## src/rtl/lcd_mmio_controller.sv

```systemverilog
// rtl/lcd_mmio_controller.sv - memory-mapped HD44780-style LCD write controller
//
// Turns CPU stores into timed LCD bus writes (RS/DATA setup, EN pulse, hold,
// execution wait). One write is held pending so the core never stalls.
//
// Ports:
//   i_clk, i_reset      clock, asynchronous active-high reset
//   i_lcd_sel, i_wren   region select and store strobe
//   i_addr[3:2]         register: 0=CMD 1=DATA 2=CTRL 3=STATUS
//   i_wdata             store data
//   o_rdata             combinational read data (0 when not selected)
//   o_lcd_*             DE2 LCD pins (data, rs, rw, en, on, blon)

module lcd_mmio_controller #(
  parameter int T_SETUP = 3,
  parameter int T_EN    = 25,
  parameter int T_HOLD  = 3,
  parameter int T_WAIT  = 2000,
  parameter int T_CLR   = 82000
) (
  input  logic        i_clk,
  input  logic        i_reset,
  input  logic        i_lcd_sel,
  input  logic        i_wren,
  input  logic [3:0]  i_addr,
  input  logic [31:0] i_wdata,
  output logic [31:0] o_rdata,
  output logic [7:0]  o_lcd_data,
  output logic        o_lcd_rs,
  output logic        o_lcd_rw,
  output logic        o_lcd_en,
  output logic        o_lcd_on,
  output logic        o_lcd_blon
);

  localparam int MAX_WAIT = (T_CLR > T_WAIT) ? T_CLR : T_WAIT;
  localparam int CW       = $clog2(MAX_WAIT + 1);

  // Counter reload values: each phase lasts (count + 1) cycles.
  localparam logic [CW-1:0] L_SETUP = CW'(T_SETUP - 1);
  localparam logic [CW-1:0] L_EN    = CW'(T_EN - 1);
  localparam logic [CW-1:0] L_HOLD  = CW'(T_HOLD - 1);
  localparam logic [CW-1:0] L_WAIT  = CW'(T_WAIT - 1);
  localparam logic [CW-1:0] L_CLR   = CW'(T_CLR - 1);

  typedef enum logic [2:0] {
    ST_IDLE,
    ST_SETUP,
    ST_PULSE,
    ST_HOLD,
    ST_WAIT
  } state_t;

  state_t        state;
  logic [CW-1:0] cnt;
  logic          cur_long;

  logic          pending;
  logic          pend_rs;
  logic [7:0]    pend_data;
  logic          pend_long;
  logic          overrun;

  logic [1:0]    reg_sel;
  logic          wr;
  logic          push;
  logic          pop;
  logic          ctrl_wr;
  logic          status_wr;
  logic          is_long;
  logic          busy;
  logic          unused_bits;

  assign reg_sel   = i_addr[3:2];
  assign wr        = i_lcd_sel & i_wren;
  assign push      = wr & ~reg_sel[1];
  assign ctrl_wr   = wr & (reg_sel == 2'd2);
  assign status_wr = wr & (reg_sel == 2'd3);
  assign pop       = (state == ST_IDLE) & pending;
  assign busy      = (state != ST_IDLE);
  // Clear display (0x01) and return home (0x02/0x03) need the long wait.
  assign is_long   = (reg_sel == 2'd0) &&
                     (i_wdata[7:0] == 8'h01 || i_wdata[7:0] == 8'h02 ||
                      i_wdata[7:0] == 8'h03);
  assign unused_bits = ^{i_addr[1:0], i_wdata[31:8]};

  assign o_lcd_rw = 1'b0;

  always_comb begin
    o_rdata = '0;
    if (i_lcd_sel) begin
      case (reg_sel)
        2'd2:    o_rdata = {30'b0, o_lcd_blon, o_lcd_on};
        2'd3:    o_rdata = {29'b0, overrun, pending, busy};
        default: o_rdata = '0;
      endcase
    end
  end

  always_ff @(posedge i_clk or posedge i_reset) begin
    if (i_reset) begin
      state      <= ST_IDLE;
      cnt        <= '0;
      cur_long   <= 1'b0;
      pending    <= 1'b0;
      pend_rs    <= 1'b0;
      pend_data  <= 8'h00;
      pend_long  <= 1'b0;
      overrun    <= 1'b0;
      o_lcd_data <= 8'h00;
      o_lcd_rs   <= 1'b0;
      o_lcd_en   <= 1'b0;
      o_lcd_on   <= 1'b0;
      o_lcd_blon <= 1'b0;
    end else begin
      // Pending slot: a pop frees the slot in the same edge, so a write
      // arriving together with a pop is accepted rather than dropped.
      if (push && (!pending || pop)) begin
        pending   <= 1'b1;
        pend_rs   <= reg_sel[0];
        pend_data <= i_wdata[7:0];
        pend_long <= is_long;
      end else if (pop) begin
        pending <= 1'b0;
      end

      // Setting overrun takes priority over a STATUS-write clear.
      if (push && pending && !pop) begin
        overrun <= 1'b1;
      end else if (status_wr) begin
        overrun <= 1'b0;
      end

      if (ctrl_wr) begin
        o_lcd_on   <= i_wdata[0];
        o_lcd_blon <= i_wdata[1];
      end

      case (state)
        ST_IDLE: begin
          if (pending) begin
            o_lcd_data <= pend_data;
            o_lcd_rs   <= pend_rs;
            cur_long   <= pend_long;
            cnt        <= L_SETUP;
            state      <= ST_SETUP;
          end
        end
        ST_SETUP: begin
          if (cnt == '0) begin
            o_lcd_en <= 1'b1;
            cnt      <= L_EN;
            state    <= ST_PULSE;
          end else begin
            cnt <= cnt - CW'(1);
          end
        end
        ST_PULSE: begin
          if (cnt == '0) begin
            o_lcd_en <= 1'b0;
            cnt      <= L_HOLD;
            state    <= ST_HOLD;
          end else begin
            cnt <= cnt - CW'(1);
          end
        end
        ST_HOLD: begin
          if (cnt == '0) begin
            cnt   <= cur_long ? L_CLR : L_WAIT;
            state <= ST_WAIT;
          end else begin
            cnt <= cnt - CW'(1);
          end
        end
        ST_WAIT: begin
          if (cnt == '0) begin
            state <= ST_IDLE;
          end else begin
            cnt <= cnt - CW'(1);
          end
        end
        default: begin
          o_lcd_en <= 1'b0;
          state    <= ST_IDLE;
        end
      endcase
    end
  end

endmodule

```

## config.mk

```make
export PLATFORM = sky130hd
export DESIGN_NAME = lcd_mmio_controller
export DESIGN_NICKNAME = d
export VERILOG_FILES = /design/src/rtl/lcd_mmio_controller.sv
export SDC_FILE = /design/constraint.sdc
export NUM_CORES = 1
export LEC_CHECK = 0
export ABC_AREA = 1
export CAP_MARGIN = 0
export CORE_ASPECT_RATIO = 0.8
export CORE_UTILIZATION = 51
export CTS_CLUSTER_SIZE = 24
export DETAILED_ROUTE_END_ITERATION = 10
export PLACE_DENSITY_LB_ADDON = 0.05
export SLEW_MARGIN = 20
export SYNTH_ARGS = -nofsm -noshare
export SYNTH_HDL_FRONTEND = slang
export SYNTH_SLANG_ARGS = --single-unit
```

## constraint.sdc

```tcl
create_clock -name i_clk -period 5.1 [get_ports i_clk]
set_input_delay 1.53 -clock i_clk [delete_from_list [all_inputs] [get_ports i_clk]]
set_output_delay 1.53 -clock i_clk [all_outputs]
set_load 0.03 [all_outputs]
```

# Yosys cells after proc, flatten, opt, wreduce, memory -nomap -nowiden
# Index checks and enable logic that the tools add are counted.
# totals
ff_bits	45
input_bits	40
output_inout_bits	45
# op_classes
n_addsub	1
n_eq_ne	15
mux	22
bitwise_logic	7
reduce_logical	21
# ops
cell	count
$mux 17	6
$pmux 17 s5	1
$mux 3	6
$logic_not 17->1	1
$sub 17x1->17 const B	1
$eq 8x2->1 const B	2
$pmux 3 s5	1
$ne 2x2->1 const B	6
$eq 8x1->1 const B	1
$eq 3x2->1 const B	2
$mux 1	6
$pmux 3 s2	1
$reduce_and 3->1	2
$and 1x1->1	5
$reduce_and 5->1	1
$reduce_bool 5->1	1
$eq 2x2->1 const B	2
$logic_and 1x1->1	4
$reduce_bool 2->1	2
$eq 3x1->1 const B	1
$eq 3x3->1 const B	1
$logic_not 3->1	1
$logic_or 1x1->1	3
$pmux 1 s3	1
other kinds (6)	8

# Longest topological paths before layout
# Gate-level depths: netlist (run 1).
# depth
depth_word	5
ltp_mapped	12

# Least setup slack after synthesis (run 1)
# OpenSTA, ideal clock, no wires.
# synth_timing
kind	input to output
startpoint	input port i_addr[3]
endpoint	output port o_rdata[0]
t_arrival_ps	2260
setup_slack_ps	1310
stages	4
n_path_buf	0
path_cell_list	inv_1 > nor2_1 > nand2_1 > a21oi_1
# synth_via
elab_chain_cells	3
# synth_rtl
item	line_no	source
start: declaration	25	input logic [3:0] i_addr,
$eq 2x2->1	92	case (reg_sel)
$pmux 3 s2 *	92	
$mux 3 *	91	if (i_lcd_sel) begin
end: declaration	27	output logic [31:0] o_rdata,
# Mark *: on every way between the ends. The rest lies on a longest branch, timed or not.

# Worst setup path in the final report (run 1)
# Same ends and word-level chain as after synthesis.

==> flow_metrics.env, run 1 <==
export IMPL_cts_buffers=5
export IMPL_min_delay_path_class="reg -> reg"
export IMPL_fin_crit_sh_pct=92.7
export IMPL_die_h_um=68.4
export IMPL_dp_hpwl_um=4300
export IMPL_finalPower_uw=745
export IMPL_grt_first_pass_wirelength_um=9690
export IMPL_p_leak_nw=1.61
export IMPL_nNetsFinal=454
export IMPL_drc_errors=7
export IMPL_die_area_sq_mm=0.00581
export IMPL_synthFlopType="dfrtp_1"
export IMPL_worstPathArrival_ns=3.20
export IMPL_fmax_mhz=211
export IMPL_clkSlewWorstSetupHoldPaths_ns=0.09
export IMPL_synthArstFlopShare_pct=100
export IMPL_insertion_delay_ns=0.30
export IMPL_grt_max_degree=46
export IMPL_initial_core_util_pct=54.5
export IMPL_dr_pass1_iters=8
export IMPL_cts_tree="yes"
export IMPL_violations="DRC"
export IMPL_rows=23
export IMPL_vdd_drop_max_v=0.000141
export IMPL_cts_setup_buffers=0
export IMPL_grt_usage_pct=21.7
export IMPL_htreeDepth=2
export IMPL_fillers=493
export IMPL_path_class="in -> out"
export IMPL_vias=2355
export IMPL_io_pins=85
export IMPL_drive_gt1_share_pct=8.21
export IMPL_grt_pass1_vias=2016
export IMPL_core_sq_mm=0.00515
export IMPL_synth_edf_count=0
export IMPL_routedWlPerCell_um=12.0
export IMPL_maxSlewHeadroom_pct=38.2
export IMPL_synth_cell_types=36
export IMPL_fin_skew_ns=0.00836
export IMPL_crit_required_ns=3.57
export IMPL_die_w_um=85.0
export IMPL_cts_hold_buf=0
export IMPL_final_common_cell="nand2_1"
export IMPL_clock_path_buffers=2
export IMPL_routed_wl_um=5730
export IMPL_postSynthAreaPerCell_sq_um=7.33
export IMPL_synthCells=383
export IMPL_layout_min_cycle_time_ns=4.73
export IMPL_initialDrtViolationCount=137
export IMPL_final_cell_mix="nand2_1 (120), dfrtp_1 (45), inv_1 (41)"
export IMPL_setup_viol=0
export IMPL_ant_nets=0
export IMPL_holdWs_ns=0.487
export IMPL_worstMarginPinSlew_ns=0.926
export IMPL_portBuffers=28
export IMPL_area_growth_pct=10.4
export IMPL_cts_sinks=45
export IMPL_place_congestion=0.892
export IMPL_cap_violations=0
export IMPL_p_per_area_mw_per_mm2=240
export IMPL_hold_viol_final=0
export IMPL_rsz0062_at_grt="no"
export IMPL_post_cts_resized=0
export IMPL_final_setup_tns_ns=0
export IMPL_end_kind="output pin"
export IMPL_path_max_fanout=5
export IMPL_antenna_found_initial=0
export IMPL_outcome="finished, violations left"
export IMPL_cp_start_kind="primary input"
export IMPL_ys_warn_count=0
export IMPL_n_antenna_cell=0
export IMPL_synth_area_sq_mm=0.00281
export IMPL_ys_ff_latch=45
export IMPL_clockRootBuffer="clkbuf_8"
export IMPL_avgViaCountPerCell=4.95
export IMPL_grt_ovfl_total=0
export IMPL_ys_seq_area_share_pct=40.1
export IMPL_slew_viol_final=0
-- registers in the layout, indices dropped and copies added, names as in the netlist, 3 cells and up --
signal	cells
cnt	17
o_lcd_data	8
pend_data	8
state	3
-- through the flow --
stage / cells / area (sq um) / setup WS, ns / utilization, %
detailed placement: 468 / 3010 / 0.369 / 58.4
global route: 476 / 3100 / 0.282 / 60.2
global placement: 468 / 3010 / 0.358 / 58.4
finish: 476 / 3100 / 0.371 / 60.2
CTS: 476 / 3100 / 0.351 / 60.2
floorplan: 412 / 2920 / 1.31 / -
-- worst paths after layout --
path,from,end,slack (ns),cells past startpoint
hold / removal,o_lcd_data[4],o_lcd_data[4],0.49,2
min in group asynchronous,i_reset,cnt[4],1.74,2
max in group asynchronous,i_reset,o_lcd_data[2],2.76,2
setup reg to reg,cnt[0],cnt[4],3.14,11
hold reg to reg,o_lcd_data[4],o_lcd_data[4],0.49,2
setup / recovery,i_addr[3],o_rdata[0],0.37,6
-- logic make-up after synthesis --
family | count (synthesis) | synth area share (%)
simple gates | 208 | 33.0
buf+inv | 81 | 15.7
flops | 45 | 40.1
compound gates | 37 | 7.00
xor+xnor | 5 | 1.56
mux | 5 | 2.01
fa+ha+maj | 1 | 0.446
other cells | 1 | 0.134
-- per-layer routing --
metal	vias up	share of wire, %	global-route usage [%]
met5	-	0	0
met4	0	0.77	7.42
met3	4	5.9	4.34
met2	88	41	31.8
met1	1057	53	32.0
li1	1206	-	-
-- worst max-delay path, cell delays in order --
cell and delay [ns]:
clkdlybuf4s50_1 0.56, inv_1 0.06, nor2_1 0.16, nand2_1 0.07
a21oi_1 0.15, clkdlybuf4s50_1 0.68
-- Yosys cell counts, types with 2 or more instances --
cell type  number  area [sq um]
nand2_1       120           450
nand4_1         8          50.1
mux2_2          5          56.3
dfrtp_1        45          1130
xnor2_1         2          17.5
nor3_1          4          20.0
nand2_2         7          43.8
o211ai_1        2          15.0
nor2_1         40           150
buf_4          30           225
nand3_1        18          90.1
xor2_1          3          26.3
o21ai_0        28           140
inv_2           5          18.8
inv_1          42           158
a21oi_1         4          20.0
-- layout make-up --
type	instances	area [sq um]	area share, %
tap	62	77.6	2.50
multi-input combinational	286	1350	43.5
sequential	45	1130	36.3
timing repair buffer	28	280	9.04
clock inverter	3	21.3	0.686
inverter	47	176	5.69
clock buffer	5	68.8	2.22
-- report_power, final --
part           leakage, nW  internal (mW)  switching, mW
sequential           0.536          0.392         0.0155
combinational         1.03         0.0346         0.0741
clock               0.0445         0.0974          0.131
No activity file was read; power rests on OpenSTA's default activity.
==> run 2: changes to the inputs <==
MAX_ROUTING_LAYER = met4   (was unset)
==> run 2 against run 1 <==
  * The run still ends with DRC left
  * Utilization is the same
  * Power barely moved
  * Design area is the same
  * Global-route usage increased by 0.66 points
  * Sequential power about the same
  * Critical endpoint unchanged
  * Highest routed layer unchanged
==> flow_metrics.env, run 2 (same netlist as run 1, synthesis figures left out) <==
export IMPL_outcome="finished, violations left"
export IMPL_violations="DRC"
export IMPL_vias=2355
export IMPL_min_delay_path_class="reg -> reg"
export IMPL_p_leak_nw=1.61
export IMPL_cp_start_kind="primary input"
export IMPL_routedWlPerCell_um=12.0
export IMPL_place_congestion=0.907
export IMPL_crit_buf_inv=3
export IMPL_slew_viol_final=0
export IMPL_cts_hold_buf=0
export IMPL_grt_first_pass_wirelength_um=9680
export IMPL_switching_share_pct=29.6
export IMPL_worstPathArrival_ns=3.20
export IMPL_clockRootBuffer="clkbuf_8"
export IMPL_routed_wl_um=5730
export IMPL_largest_reg_flops=17
export IMPL_fin_crit_sh_pct=92.8
export IMPL_hold_viol_final=0
export IMPL_rows=23
export IMPL_cp_top_family="buffers and inverters"
export IMPL_worstMarginPinSlew_ns=0.926
export IMPL_cp_slowest_cell="clkdlybuf4s50_1"
export IMPL_io_pins=85
export IMPL_grt_usage_pct=22.4
export IMPL_htreeDepth=2
export IMPL_pwr_share_seq_pct=54.8
export IMPL_dp_hpwl_um=4300
export IMPL_regMostFlops="cnt"
export IMPL_cap_violations=0
export IMPL_die_h_um=68.4
export IMPL_die_w_um=85.0
export IMPL_path_max_fanout=5
export IMPL_place_ws_ns=0.369
export IMPL_initialDrtViolationCount=137
export IMPL_initial_core_util_pct=54.5
export IMPL_drc_errors=7
export IMPL_end_kind="output pin"
export IMPL_core_sq_mm=0.00515
export IMPL_path_class="in -> out"
export IMPL_dr_pass1_iters=8
export IMPL_cts_setup_buffers=0
export IMPL_cp_common_cell="clkdlybuf4s50_1"
export IMPL_crit_chain="clkdlybuf4s50_1, inv_1, nor2_1, nand2_1, a21oi_1, clkdlybuf4s50_1"
export IMPL_maxSlewHeadroom_pct=38.2
export IMPL_die_area_sq_mm=0.00581
export IMPL_clock_path_buffers=2
export IMPL_p_comb_share_pct=14.6
export IMPL_p_sw_uw=220
export IMPL_post_cts_resized=0
export IMPL_setup_slack_ns=0.370
export IMPL_portBuffers=28
export IMPL_antenna_found_initial=0
export IMPL_max_stage_delay_ns=0.68
export IMPL_p_int_uw=524
export IMPL_p_per_area_mw_per_mm2=240
export IMPL_final_setup_tns_ns=0
export IMPL_final_cell_mix="nand2_1 (120), dfrtp_1 (45), inv_1 (41)"
export IMPL_clkSlewWorstSetupHoldPaths_ns=0.09
export IMPL_cts_tree="yes"
export IMPL_final_common_cell="nand2_1"
export IMPL_avgViaCountPerCell=4.95
export IMPL_grt_max_degree=46
export IMPL_grt_ovfl_total=0
export IMPL_area_growth_pct=10.4
export IMPL_n_antenna_cell=0
export IMPL_fin_skew_ns=0.00836
export IMPL_pwr_share_clk_pct=30.6
export IMPL_fmax_mhz=211
export IMPL_layout_min_cycle_time_ns=4.73
export IMPL_nNetsFinal=454
export IMPL_cts_sinks=45
export IMPL_rsz0062_at_grt="no"
export IMPL_drive_gt1_share_pct=8.21
export IMPL_vdd_drop_max_v=0.000141
export IMPL_setup_viol=0
export IMPL_ant_nets=0
export IMPL_cts_buffers=5
export IMPL_grt_pass1_vias=2017
export IMPL_insertion_delay_ns=0.30
export IMPL_top_regs="cnt (17), o_lcd_data (8), pend_data (8)"
export IMPL_crit_required_ns=3.57
## run 2: cell counts in the layout (fill, tap and decap cells not counted)
No cell type changed its count.
## run 2: worst paths after layout
kind / start / slack, ns / cells past startpoint / to
max: i_addr[3] / 0.37 / 6 / o_rdata[0]
min: o_lcd_data[4] / 0.49 / 2 / o_lcd_data[4]
max reg2reg: cnt[0] / 3.14 / 11 / cnt[4]
min reg2reg: o_lcd_data[4] / 0.49 / 2 / o_lcd_data[4]
max in group asynchronous: i_reset / 2.76 / 2 / o_lcd_data[2]
min in group asynchronous: i_reset / 1.74 / 2 / cnt[4]
## run 2: through the flow
step | area (sq um) | hold WS [ns] | std cells | util [%] | power (mW)
finish | 3100 | 0.487 | 476 | 60.2 | 0.745
global route | 3100 | 0.502 | 476 | 60.2 | 0.785
CTS | 3100 | 0.492 | 476 | 60.2 | 0.756
detailed placement | 3010 | 0.470 | 468 | 58.4 | 0.524
global placement | 3010 | 0.463 | 468 | 58.4 | 0.522
floorplan | 2920 | 0.445 | 412 | - | 0.508
## run 2: metal layers
metal	up-vias	part of all wire, %	track usage [%]
met3	4	5.7	4.22
met2	88	41	31.8
met5	-	0	-
met1	1058	53	32.1
met4	0	0.77	7.42
li1	1205	-	-
## run 2: layout make-up
| type | count | area (sq um) |
|---|---|---|
| multi-input cells | 286 | 1350 |
| inverters | 47 | 176 |
| clock inverters | 3 | 21.3 |
| fillers | 493 | 2050 |
| well taps | 62 | 77.6 |
| repair buffers | 28 | 280 |
| clock buffers | 5 | 68.8 |
| flip-flops and latches | 45 | 1130 |
## run 2: worst reg2reg max path, delay by kind of cell (launching register included)
family / cells / cell delay, ns
AND/OR/NAND/NOR: 8 / 0.93
flip-flops: 1 / 0.42
adder cells (fa/ha/maj): 1 / 0.26
buffers and inverters: 2 / 0.24
## run 2: power groups by stage
stage          logic [mW]  registers, mW  clock network [mW]
2_1_floorplan      0.0913          0.417                   0
3_3_place_gp        0.108          0.414                   0
3_5_place_dp        0.110          0.415                   0
4_1_cts             0.110          0.408               0.237
5_1_grt             0.123          0.412               0.250
6_report            0.109          0.408               0.228
==> run 3: changes to the inputs <==
PLACE_DENSITY = 0.93   (was unset)
PLACE_DENSITY_LB_ADDON = unset   (was 0.05)
==> run 3 against run 2 <==
  * The flow still finishes with violations (DRC)
  * Global-route usage up 0.69 points
  * Critical endpoint unchanged
  * Critical path type unchanged
  * Clock power fell by 4%
  * Highest routed layer unchanged
  * Design area down 0.12%
  * First-iteration DRC count grew 55%
  * Via count grew 2.5%
  * Maximum frequency decreased by 0.56%
  * Clock skew shrank 0.0058 ns
  * Power decreased by 0.59%
  * Combinational power about the same
==> flow_metrics.env, run 3 (same netlist as run 1, synthesis figures left out) <==
export IMPL_outcome="finished, violations left"
export IMPL_violations="DRC"
export IMPL_grt_max_degree=46
export IMPL_cts_tree="yes"
export IMPL_utilization_pct=60.1
export IMPL_fmax_mhz=210
export IMPL_reg2reg_slack_ns=3.13
export IMPL_ant_nets=0
export IMPL_post_cts_resized=0
export IMPL_fillers=450
export IMPL_clock_path_buffers=2
export IMPL_grt_first_pass_wirelength_um=10100
export IMPL_cp_top_family="buffers and inverters"
export IMPL_place_congestion=0.888
export IMPL_drive_gt1_share_pct=8.21
export IMPL_antenna_found_initial=0
export IMPL_hold_viol_final=0
export IMPL_cts_buffers=5
export IMPL_final_cell_mix="nand2_1 (120), dfrtp_1 (45), inv_1 (41)"
export IMPL_cts_hold_buf=0
export IMPL_final_common_cell="nand2_1"
export IMPL_rows=23
export IMPL_path_max_fanout=5
export IMPL_final_setup_tns_ns=0
export IMPL_clockRootBuffer="clkbuf_8"
export IMPL_cap_violations=0
export IMPL_worstPathArrival_ns=3.23
export IMPL_r2r_start="cnt[0]"
export IMPL_portBuffers=28
export IMPL_rsz0062_at_grt="no"
export IMPL_avgViaCountPerCell=5.07
export IMPL_clkSlewWorstSetupHoldPaths_ns=0.08
export IMPL_die_h_um=68.4
export IMPL_routed_wl_um=5640
export IMPL_vdd_drop_max_v=0.000134
export IMPL_nNetsFinal=454
export IMPL_largest_reg_flops=17
export IMPL_fin_skew_ns=0.00259
export IMPL_min_to="pend_data[1]"
export IMPL_p_per_area_mw_per_mm2=239
export IMPL_cts_sinks=45
export IMPL_min_delay_path_class="reg -> reg"
export IMPL_cp_slowest_cell="clkdlybuf4s50_1"
export IMPL_maxSlewHeadroom_pct=39.3
export IMPL_setup_viol=0
export IMPL_crit_buf_inv=3
export IMPL_n_antenna_cell=0
export IMPL_slew_viol_final=0
export IMPL_worst_r2r_cell_count=11
export IMPL_insertion_delay_ns=0.30
export IMPL_initialDrtViolationCount=212
export IMPL_core_sq_mm=0.00515
export IMPL_area_growth_pct=10.2
export IMPL_hold_depth=2
export IMPL_drc_errors=5
export IMPL_dp_cells=468
export IMPL_p_leak_nw=1.61
export IMPL_critPathLaunch="i_addr[3]"
export IMPL_cts_setup_buffers=0
export IMPL_worstReg2RegEnd="cnt[0]"
export IMPL_crit_required_ns=3.57
export IMPL_grt_usage_pct=23.1
export IMPL_htreeDepth=2
export IMPL_dp_hpwl_um=4350
export IMPL_path_class="in -> out"
export IMPL_layout_min_cycle_time_ns=4.76
export IMPL_vias=2414
export IMPL_max_stage_delay_ns=0.68
export IMPL_fin_crit_sh_pct=93.3
export IMPL_die_area_sq_mm=0.00581
export IMPL_dr_pass1_iters=8
export IMPL_grt_ovfl_total=0
export IMPL_routedWlPerCell_um=11.9
export IMPL_setup_slack_ns=0.343
export IMPL_initial_core_util_pct=54.5
export IMPL_io_pins=85
export IMPL_grt_pass1_vias=2130
export IMPL_worstMarginPinSlew_ns=0.909
export IMPL_die_w_um=85.0
export IMPL_instances_no_fill=476
export IMPL_cp_common_cell="clkdlybuf4s50_1"
export IMPL_regMostFlops="cnt"
export IMPL_crit_chain="clkdlybuf4s50_1, inv_1, nor2_1, nand2_1, a21oi_1, clkdlybuf4s50_1"
export IMPL_cp_start_kind="primary input"
export IMPL_place_ws_ns=0.382
export IMPL_end_kind="output pin"
export IMPL_top_regs="cnt (17), o_lcd_data (8), pend_data (8)"
export IMPL_min_delay_start="pend_data[1]"
[run 3: how the worst max path moves through the flow]
stage / end / slack, ns / depth (start not counted)
2_1_floorplan: o_rdata[0] / 1.31 / 4
3_3_place_gp: o_rdata[0] / 0.37 / 6
3_5_place_dp: o_rdata[0] / 0.38 / 6
4_1_cts: o_rdata[0] / 0.37 / 6
5_1_grt: o_rdata[0] / 0.26 / 6
6_report: o_rdata[0] / 0.34 / 6
[run 3: final cells by class]
type                    count  area (sq um)  share of cell area, %
clock buffers               5          68.8                   2.22
clock inverters             3          17.5                  0.566
inverters                  47           176                   5.70
multi-input cells         286          1350                   43.6
flip-flops and latches     45          1130                   36.4
well taps                  62          77.6                   2.51
repair buffers             28           280                   9.05
[run 3: through the flow]
| stage | power, mW | hold slack (ns) | cell area [sq um] |
|---|---|---|---|
| 2_1_floorplan | 0.508 | 0.445 | 2920 |
| 3_3_place_gp | 0.521 | 0.465 | 3010 |
| 3_5_place_dp | 0.529 | 0.471 | 3010 |
| 4_1_cts | 0.744 | 0.492 | 3100 |
| 5_1_grt | 0.778 | 0.524 | 3100 |
| 6_report | 0.740 | 0.485 | 3100 |
[run 3: worst register-to-register path: stages, from the launching register on]
cell and delay [ns]:
dfrtp_1 0.42, inv_1 0.13, ha_1 0.26, nand3_1 0.13, nor2_1 0.28, nand3_1 0.11
nand2_1 0.18, nand2_1 0.14, nand2_1 0.08, nand2_1 0.04, nand2_1 0.05, nand2_1 0.04
[run 3: per-layer routing]
metal | vias to the layer above | share of wire (%) | routed length (um) | track usage (%)
li1 | 1206 | - | - | -
met1 | 1106 | 49 | 2760 | 31.6
met2 | 94 | 44 | 2500 | 36.0
met3 | 8 | 5.7 | 324 | 3.62
met4 | 0 | 1.1 | 60 | 6.36
met5 | - | 0 | 0 | -
[run 3: power by group]
group / internal, mW / switching, mW
registers: 0.392 / 0.0165
logic: 0.0347 / 0.0773
clock network: 0.0947 / 0.125
